[src/rtl/operacion_seq.sv]
// operacion_seq: registered six-opcode arithmetic unit with valid/ready
// handshakes on both sides. Multiply opcodes (2, 3) run an iterative
// shift-add multiplier over WIDTH cycles; all other opcodes finish in one.
module operacion_seq #(
  parameter int WIDTH = 8,
  parameter int SHIFT = 2
) (
  input  logic               clk,
  input  logic               rst,
  input  logic               in_valid,
  output logic               in_ready,
  input  logic [2:0]         sel,
  input  logic [WIDTH-1:0]   A,
  input  logic [WIDTH-1:0]   B,
  input  logic [WIDTH-1:0]   C,
  input  logic [WIDTH-1:0]   D,
  output logic               out_valid,
  input  logic               out_ready,
  output logic [2*WIDTH-1:0] res,
  output logic               err,
  output logic               busy
);

  localparam int RW = 2 * WIDTH;
  localparam int CW = $clog2(WIDTH + 1);

  typedef enum logic [1:0] {
    IDLE,
    MUL,
    DONE
  } state_t;

  state_t state, state_next;

  logic [RW-1:0]    a_ext, b_ext, c_ext, d_ext;
  logic [RW-1:0]    single_res;
  logic             single_err;
  logic             accept;
  logic             is_mul;
  logic             mul_last;

  logic [RW-1:0]    mcand;
  logic [WIDTH-1:0] mplier;
  logic [RW-1:0]    acc;
  logic [RW-1:0]    acc_next;
  logic [RW-1:0]    c_hold;
  logic             sub_c;
  logic [CW-1:0]    count;

  // Handshake/status outputs and zero-extended operands
  always_comb begin
    in_ready  = (state == IDLE) && !rst;
    busy      = (state != IDLE);
    out_valid = (state == DONE);
    accept    = in_valid && in_ready;
    is_mul    = (sel == 3'd2) || (sel == 3'd3);
    mul_last  = (count == CW'(WIDTH - 1));
    a_ext     = {{WIDTH{1'b0}}, A};
    b_ext     = {{WIDTH{1'b0}}, B};
    c_ext     = {{WIDTH{1'b0}}, C};
    d_ext     = {{WIDTH{1'b0}}, D};
  end

  // Single-cycle opcode results, computed straight from the accepted inputs
  always_comb begin
    single_res = '0;
    single_err = 1'b0;
    case (sel)
      3'd0:    single_res = a_ext + b_ext - c_ext;
      3'd1:    single_res = d_ext << SHIFT;
      3'd4:    single_res = RW'(C[0]);
      3'd5:    single_res = b_ext + c_ext;
      3'd6,
      3'd7:    single_err = 1'b1;
      default: single_res = '0;
    endcase
  end

  // One shift-add step: the multiplicand is kept pre-shifted by count and the
  // multiplier shifted right, so bit count always sits at mplier[0].
  always_comb begin
    acc_next = acc + (mplier[0] ? mcand : '0);
  end

  // State register
  always_ff @(posedge clk) begin
    if (rst) state <= IDLE;
    else     state <= state_next;
  end

  // Next-state logic
  always_comb begin
    state_next = state;
    case (state)
      IDLE:    if (accept) state_next = is_mul ? MUL : DONE;
      MUL:     if (mul_last) state_next = DONE;
      DONE:    if (out_ready) state_next = IDLE;
      default: state_next = IDLE;
    endcase
  end

  // Datapath: operand capture, multiplier iteration and result registers
  always_ff @(posedge clk) begin
    if (rst) begin
      res    <= '0;
      err    <= 1'b0;
      mcand  <= '0;
      mplier <= '0;
      acc    <= '0;
      c_hold <= '0;
      sub_c  <= 1'b0;
      count  <= '0;
    end else begin
      case (state)
        IDLE: begin
          if (accept) begin
            if (is_mul) begin
              mcand  <= (sel == 3'd2) ? a_ext : d_ext;
              mplier <= (sel == 3'd2) ? C : D;
              acc    <= '0;
              count  <= '0;
              c_hold <= c_ext;
              sub_c  <= (sel == 3'd2);
            end else begin
              res <= single_res;
              err <= single_err;
            end
          end
        end
        MUL: begin
          if (mul_last) begin
            res <= acc_next - (sub_c ? c_hold : '0);
            err <= 1'b0;
          end else begin
            acc    <= acc_next;
            mcand  <= mcand << 1;
            mplier <= mplier >> 1;
            count  <= count + CW'(1);
          end
        end
        default: ;
      endcase
    end
  end

endmodule

[config.mk]
export PLATFORM = sky130hd
export DESIGN_NAME = operacion_seq
export DESIGN_NICKNAME = d
export VERILOG_FILES = /design/src/rtl/operacion_seq.sv
export SDC_FILE = /design/constraint.sdc
export NUM_CORES = 1
export LEC_CHECK = 0
export CAP_MARGIN = 20
export CORE_AREA = 10 10 109 111
export CTS_CLUSTER_SIZE = 28
export DETAILED_ROUTE_END_ITERATION = 8
export DIE_AREA = 0 0 119 121
export GPL_TIMING_DRIVEN = 0
export PLACE_DENSITY_LB_ADDON = 0.12
export SLEW_MARGIN = 10
export SYNTH_ARGS = -nofsm -noshare
export SYNTH_HDL_FRONTEND = slang
export SYNTH_SLANG_ARGS = --single-unit
[constraint.sdc]
create_clock -name clk -period 4.4 [get_ports clk]
set_clock_uncertainty 0.05 [all_clocks]
set_input_delay 0.88 -clock clk [delete_from_list [all_inputs] [get_ports clk]]
set_output_delay 0.88 -clock clk [all_outputs]
set_load 0.01 [all_outputs]
==> flow_summary_export.csv, run 1 <==
group,metric,value,unit
placement,place.gp.congestion,0.928,
sta,max_freq,0.240,GHz
global_routing,grt_pass1_wl,26000,microns
setup_path,path_buf_inv,3,
logic_synthesis,syn-num-nets,765,
final_layout,drive_gt1_share,4.95,%
placement,post-dp-hpwl,12700,microns
pwr,p_int,0.00113,W
die,die_area,14400,sq um
setup_path,critPathSlowestCell,"fa_1",
logic_synthesis,syn_inst,674,
clocking,clk_latency,0.37,ns
placement,port_buffers,58,
global_routing,grt_max_degree,15,
setup_path,critPathRequiredTime,4.65,ns
sta,relSlewSlack,42.5,%
logic_synthesis,synthFlopType,"dfxtp_1",
final_layout,mostFrequentLayoutCell,"nor2_1",
pwr,cellPowerDensity,271,nW/um^2
setup_path,cp_common_cell,"inv_1",
outcome,outcome,"finished, final reports clean",
die,fp-row-count,36,
clocking,post_cts_buffers,0,
global_routing,busiest_layer,"met2",
die,die_h,121,microns
setup_path,cp-start-kind,"primary input",
setup_path,cp-end-kind,"register",
sta,fin_crit_sh,94.7,%
final_layout,layout.nets,834,
setup_path,critPathKind,"in2reg",
setup_path,critPathLaunch,"B[1]",
pwr,clockPowerShare,32.9,%
pwr,switching_share,32.7,%
detailed_routing,antenna_left,0,
clocking,numClockSinks,72,
detailed_routing,wl_per_cell,18.0,microns
pwr,p_leak,2.53,nW
clocking,cts_tree,"built",
clocking,clockRootBuffer,"clkbuf_8",
setup_path,cp.arrival,4.42,ns
setup_path,r2r_slack,0.24,ns
hold_path,hold_path_class,"reg2reg",
setup_path,rr_startpoint,"mplier[0]$_SDFFE_PP0P_",
die,start_util,54.6,%
sta,tns,0,ns
clocking,clk_pin_slew_worst_paths,0.09,ns
logic_synthesis,ys_seq_area_share,27.4,%
logic_synthesis,netlist-cell-type-count,66,
clocking,numCtsBuffers,9,
logic_synthesis,ys.warnings.count,0,
sta,hold_viol,0,
logic_synthesis,netlist_area,5260,sq um
logic_synthesis,async_reset_ff_share,0,%
global_routing,grt.total_usage,22.0,%
sta,fin_crit,4.17,ns
setup_path,cpPeakStageDelay,0.56,ns
die,coreArea,9640,sq um
setup_path,cp-endpoint,"res[15]$_SDFFE_PP0P_",
final_layout,layout_common_cells,"97 x nor2_1, 72 x dfxtp_1, 58 x clkdlybuf4s50_1, 55 x nand2_1",
clocking,cts_hold_buf,0,
detailed_routing,dr.pass1.iters,5,
final_layout,syn_to_final_growth,18.0,%
logic_synthesis,synth_seq_cells,72,
global_routing,grt-ovfl-total,0,
final_layout,antennaDiodeCount,0,
sta,worstMarginPinSlew,0.852,ns
pwr,vdd_drop_max,0.187,mV
global_routing,grt_use_met3,4.28,%
global_routing,antenna_found_initial,0,
pwr,power_frac_seq,41.3,%
die,io-pin-count,59,
pwr,power_switching,0.000549,W
global_routing,grt_use_met2,35.2,%
clocking,clock_path_buffers,2,
setup_path,r2r-end,"res[13]$_SDFFE_PP0P_",
sta,whs,0.414,ns
detailed_routing,drtIter0Drc,570,
detailed_routing,drc_errors,0,
die,die_w,119,microns
detailed_routing,drt_wl_total,15800,microns
clocking,cts_max_level,3,
sta,rsz0062_at_grt,"yes",
setup_path,r2r_cells,14,
logic_synthesis,syn_avg_cell_area,7.81,sq um
run,maxCapViolCount,0,
detailed_routing,num_vias,5265,
global_routing,met1_usage,29.3,%
detailed_routing,viasPerCell,5.98,
setup_path,crit_chain,"clkdlybuf4s50_1, inv_1, fa_1, inv_1, ha_1, a21o_1, a21oi_1, o21bai_1, a2111o_1, nand3_1, a31oi_1, or3_1, o211ai_1",
setup_path,crit_cells,13,
setup_path,cp_max_fo,5,
logic_synthesis,synth_edf_count,0,
pwr,combPwrFrac,25.8,%
sta,finalMaxSlewViolations,0,
global_routing,grt_pass1_vias,5061,
sta,setup_violations,0,
setup_path,cpLargestDelayFamily,"compound AO/OA/AOI/OAI gates",
tightest hold or removal path, cell delays in order (launching register included):
cell and delay, ns:
dfxtp_1 0.32, nand2_1 0.05, a21oi_1 0.05
metal layers:
layer  up-vias  wire length, microns  part of all wire, %
li1       2548                     -                    -
met1      2486                  7170                   45
met2       210                  7260                   46
met3        21                  1170                  7.4
met4         0                   242                  1.5
met5         -                     0                    0
flip-flops by register name, indices dropped and copies added, names as in the netlist:
name,cells
acc,16
c_hold,8
count,4
err,1
mcand,16
mplier,8
res,16
state,2
sub_c,1
cell type report:
type / instances / area, sq um
buffer: 34 / 130
clock buffer: 9 / 124
clock inverter: 7 / 75.1
fill: 905 / 3430
inverter: 43 / 161
multi-input combinational: 525 / 3530
sequential: 72 / 1440
tap: 133 / 166
timing repair buffer: 58 / 581
power groups by stage:
stage / Combinational (W) / Sequential (W) / Clock (W)
detailed placement: 0.000426 / 0.000710 / 0
global placement: 0.000417 / 0.000708 / 0
global route: 0.000478 / 0.000698 / 0.000589
finish: 0.000434 / 0.000695 / 0.000552
floorplan: 0.000259 / 0.000712 / 0
CTS: 0.000428 / 0.000695 / 0.000555
cell usage after synthesis, types with 15 or more instances:
cell      number  area [sq um]
inv_1         43           161
o21ai_0       31           155
xnor2_1       15           131
ha_1          41           513
dfxtp_1       72          1440
nor3_1        22           110
clkbuf_1      32           120
a21oi_1       43           215
and2_1        20           125
nor2_1        97           364
nand2_1       55           206
a22oi_1       27           203
worst min path at each step:
stage	start	endpoint	slack, ns	depth (start not counted)
CTS	c_hold[0]$_SDFFE_PP0P_	c_hold[0]$_SDFFE_PP0P_	0.41	2
global placement	c_hold[0]$_SDFFE_PP0P_	c_hold[0]$_SDFFE_PP0P_	0.39	2
global route	err$_SDFFE_PP0P_	err$_SDFFE_PP0P_	0.44	2
floorplan	c_hold[0]$_SDFFE_PP0P_	c_hold[0]$_SDFFE_PP0P_	0.38	2
finish	c_hold[0]$_SDFFE_PP0P_	c_hold[0]$_SDFFE_PP0P_	0.41	2
detailed placement	c_hold[0]$_SDFFE_PP0P_	c_hold[0]$_SDFFE_PP0P_	0.40	2
kinds of logic after synthesis:
logic type / Yosys count / share of synthesized area (%)
compound gates: 195 / 25.7
xor+xnor: 24 / 3.99
fa+ha+maj: 52 / 13.9
buf+inv: 77 / 5.51
flops: 72 / 27.4
mux: 9 / 1.78
simple gates: 245 / 21.7
stage by stage:
| step | util, % | instances | cell area, sq um | setup slack [ns] | power [W] |
|---|---|---|---|---|---|
| finish | 64.4 | 881 | 6210 | 0.233 | 0.00168 |
| global route | 64.4 | 881 | 6210 | -0.0518 | 0.00176 |
| CTS | 64.4 | 881 | 6210 | 0.0595 | 0.00168 |
| detailed placement | 62.4 | 865 | 6010 | -0.108 | 0.00114 |
| global placement | 62.4 | 865 | 6010 | -0.0697 | 0.00113 |
| floorplan | - | 674 | 5260 | 0.853 | 0.000971 |
timing repair:
| item | CTS | global route |
|---|---|---|
| endpoints found under the setup margin | 1 | 5 |
| gates cloned | 0 | 0 |
| gates resized for setup | 1 | 3 |
Power figures use the tool's default switching activity.
==> run 2: changes to the inputs <==
- CORE_AREA: 10 10 109 111 -> 10 10 134 136
- DIE_AREA: 0 0 119 121 -> 0 0 144 146
- clock period: 4.4 -> 3.8 ns (I/O delays scaled with it)
==> flow_summary_export.csv, run 2 (synthesized netlist as in run 1, its figures left out) <==
group,metric,value,unit
outcome,outcome,"finished, final reports clean",
clocking,clockRootBuffer,"clkbuf_16",
die,die_w,144,microns
global_routing,grt_pass1_vias,5026,
setup_path,cp-end-kind,"register",
final_layout,antennaDiodeCount,0,
detailed_routing,num_vias,5129,
setup_path,critPathRequiredTime,3.99,ns
setup_path,critPathSlowestCell,"fa_1",
clocking,clk_pin_slew_worst_paths,0.06,ns
clocking,numClockSinks,72,
die,die_area,21000,sq um
final_layout,layout_common_cells,"96 x nor2_1, 71 x dfxtp_1, 56 x clkdlybuf4s50_1, 55 x nand2_1, 42 x inv_1",
global_routing,grt-ovfl-total,0,
setup_path,cp.arrival,3.79,ns
clocking,cts_tree,"built",
sta,setup_violations,0,
setup_path,r2r_slack,0.19,ns
sta,fin_crit,3.61,ns
global_routing,grt_pass1_wl,27900,microns
sta,max_freq,0.277,GHz
detailed_routing,drtIter0Drc,371,
clocking,clock_path_buffers,2,
die,io-pin-count,59,
setup_path,cp-start-kind,"register",
final_layout,mostFrequentLayoutCell,"nor2_1",
detailed_routing,dr.pass1.iters,5,
sta,finalMaxSlewViolations,0,
setup_path,cp_common_cell,"ha_1",
setup_path,crit_chain,"and2_1, ha_1, fa_1, a21oi_2, o21ai_1, a21oi_1, xnor2_2, ha_1, or3_4, o21ai_2, nand3_2, xor2_1, a2111oi_2",
clocking,numCtsBuffers,9,
global_routing,grt.total_usage,16.7,%
final_layout,drive_gt1_share,7.88,%
placement,port_buffers,58,
die,die_h,146,microns
detailed_routing,antenna_left,0,
die,start_util,34.0,%
clocking,clk_latency,0.34,ns
pwr,p_total,0.00219,W
final_layout,layout.nets,837,
placement,placed_cells_incl_taps,924,
sta,hold_viol,0,
sta,fin_crit_sh,94.9,%
detailed_routing,drc_errors,0,
detailed_routing,drt_wl_total,17400,microns
setup_path,critPathKind,"reg2reg",
global_routing,antenna_found_initial,0,
final_layout,fin_cells,941,
final_layout,syn_to_final_growth,24.1,%
pwr,cellPowerDensity,335,nW/um^2
detailed_routing,viasPerCell,5.45,
detailed_routing,wl_per_cell,18.5,microns
global_routing,grt_max_degree,12,
setup_path,cpPeakStageDelay,0.42,ns
pwr,vdd_drop_max,0.251,mV
clocking,cts_hold_buf,0,
hold_path,hold_path_class,"reg2reg",
sta,worstMarginPinSlew,0.877,ns
placement,place.gp.congestion,0.880,
setup_path,cp_max_fo,8,
pwr,p_leak,2.63,nW
sta,relSlewSlack,40.8,%
run,maxCapViolCount,0,
die,fp-row-count,46,
placement,post-dp-hpwl,13900,microns
sta,rsz0062_at_grt,"yes",
die,coreArea,15500,sq um
clocking,cts_max_level,3,
final_layout,top_regs,"acc x16, mcand x16, res x16",
## run 2: cell count changes in the layout (fill, tap and decap cells not counted), sizes merged
cell | before | now
buf | 2 | 6
clkbuf | 41 | 42
clkdlybuf4s50 | 58 | 56
clkinv | 2 | 1
clkinvlp | 0 | 1
dlygate4sd2 | 0 | 2
inv | 47 | 43
## run 2: path summary, 6_finish.rpt
path,cells past startpoint,endpoint,from
setup / recovery,13,res[12]$_SDFFE_PP0P_,mplier[0]$_SDFFE_PP0P_
hold / removal,2,c_hold[1]$_SDFFE_PP0P_,c_hold[1]$_SDFFE_PP0P_
setup reg to reg,13,res[12]$_SDFFE_PP0P_,mplier[0]$_SDFFE_PP0P_
hold reg to reg,2,c_hold[1]$_SDFFE_PP0P_,c_hold[1]$_SDFFE_PP0P_
## run 2: per-stage QoR
step           TNS, ns  worst slack [ns]  instance area [sq um]  hold WS (ns)  util (%)
2_1_floorplan        0             0.293                   5260         0.382         -
6_report             0             0.194                   6530         0.409      42.2
3_3_place_gp     -3.79            -0.518                   6080         0.396      39.3
5_1_grt        -0.0929           -0.0363                   6530         0.436      42.2
4_1_cts              0           0.00897                   6430         0.413      41.6
3_5_place_dp     -4.27            -0.584                   6080         0.403      39.3
## run 2: timing repair
item,in CTS,in global routing
gates resized for setup,16,23
endpoints found under the setup margin,9,10
pin swaps,3,10
buffers inserted,1,2
## run 2: layer usage
layer | share of wire, % | track usage (%) | wire length [microns] | up-vias
met5 | 0 | 0 | 0 | -
met4 | 1.6 | 4.14 | 285 | 0
met3 | 3.9 | 3.59 | 680 | 20
met2 | 46 | 26.0 | 7920 | 107
met1 | 49 | 22.9 | 8490 | 2440
li1 | - | - | - | 2562
## run 2: power breakdown
part	internal [W]	switching (W)	leakage [nW]
Combinational	0.000227	0.000302	1.90
Sequential	0.000786	0.0000189	0.585
Clock	0.000535	0.000319	0.143
## run 2: final cells by class
type / instances / area (sq um)
sequential: 72 / 1450
buffer: 34 / 136
tap: 192 / 240
timing repair buffer: 61 / 601
clock buffer: 11 / 253
fill: 1588 / 8950
clock inverter: 3 / 42.5
inverter: 43 / 161
multi-input combinational: 525 / 3650
## run 2: worst max-delay path: cells and delay by family, from the launching register on
family	cells	cell delay [ns]
AOI/OAI and AO/OA	5	1.18
xor gates and xnor gates	2	0.35
and+or+nand+nor	3	0.67
DFF	1	0.37
adders and majority gates	3	0.89
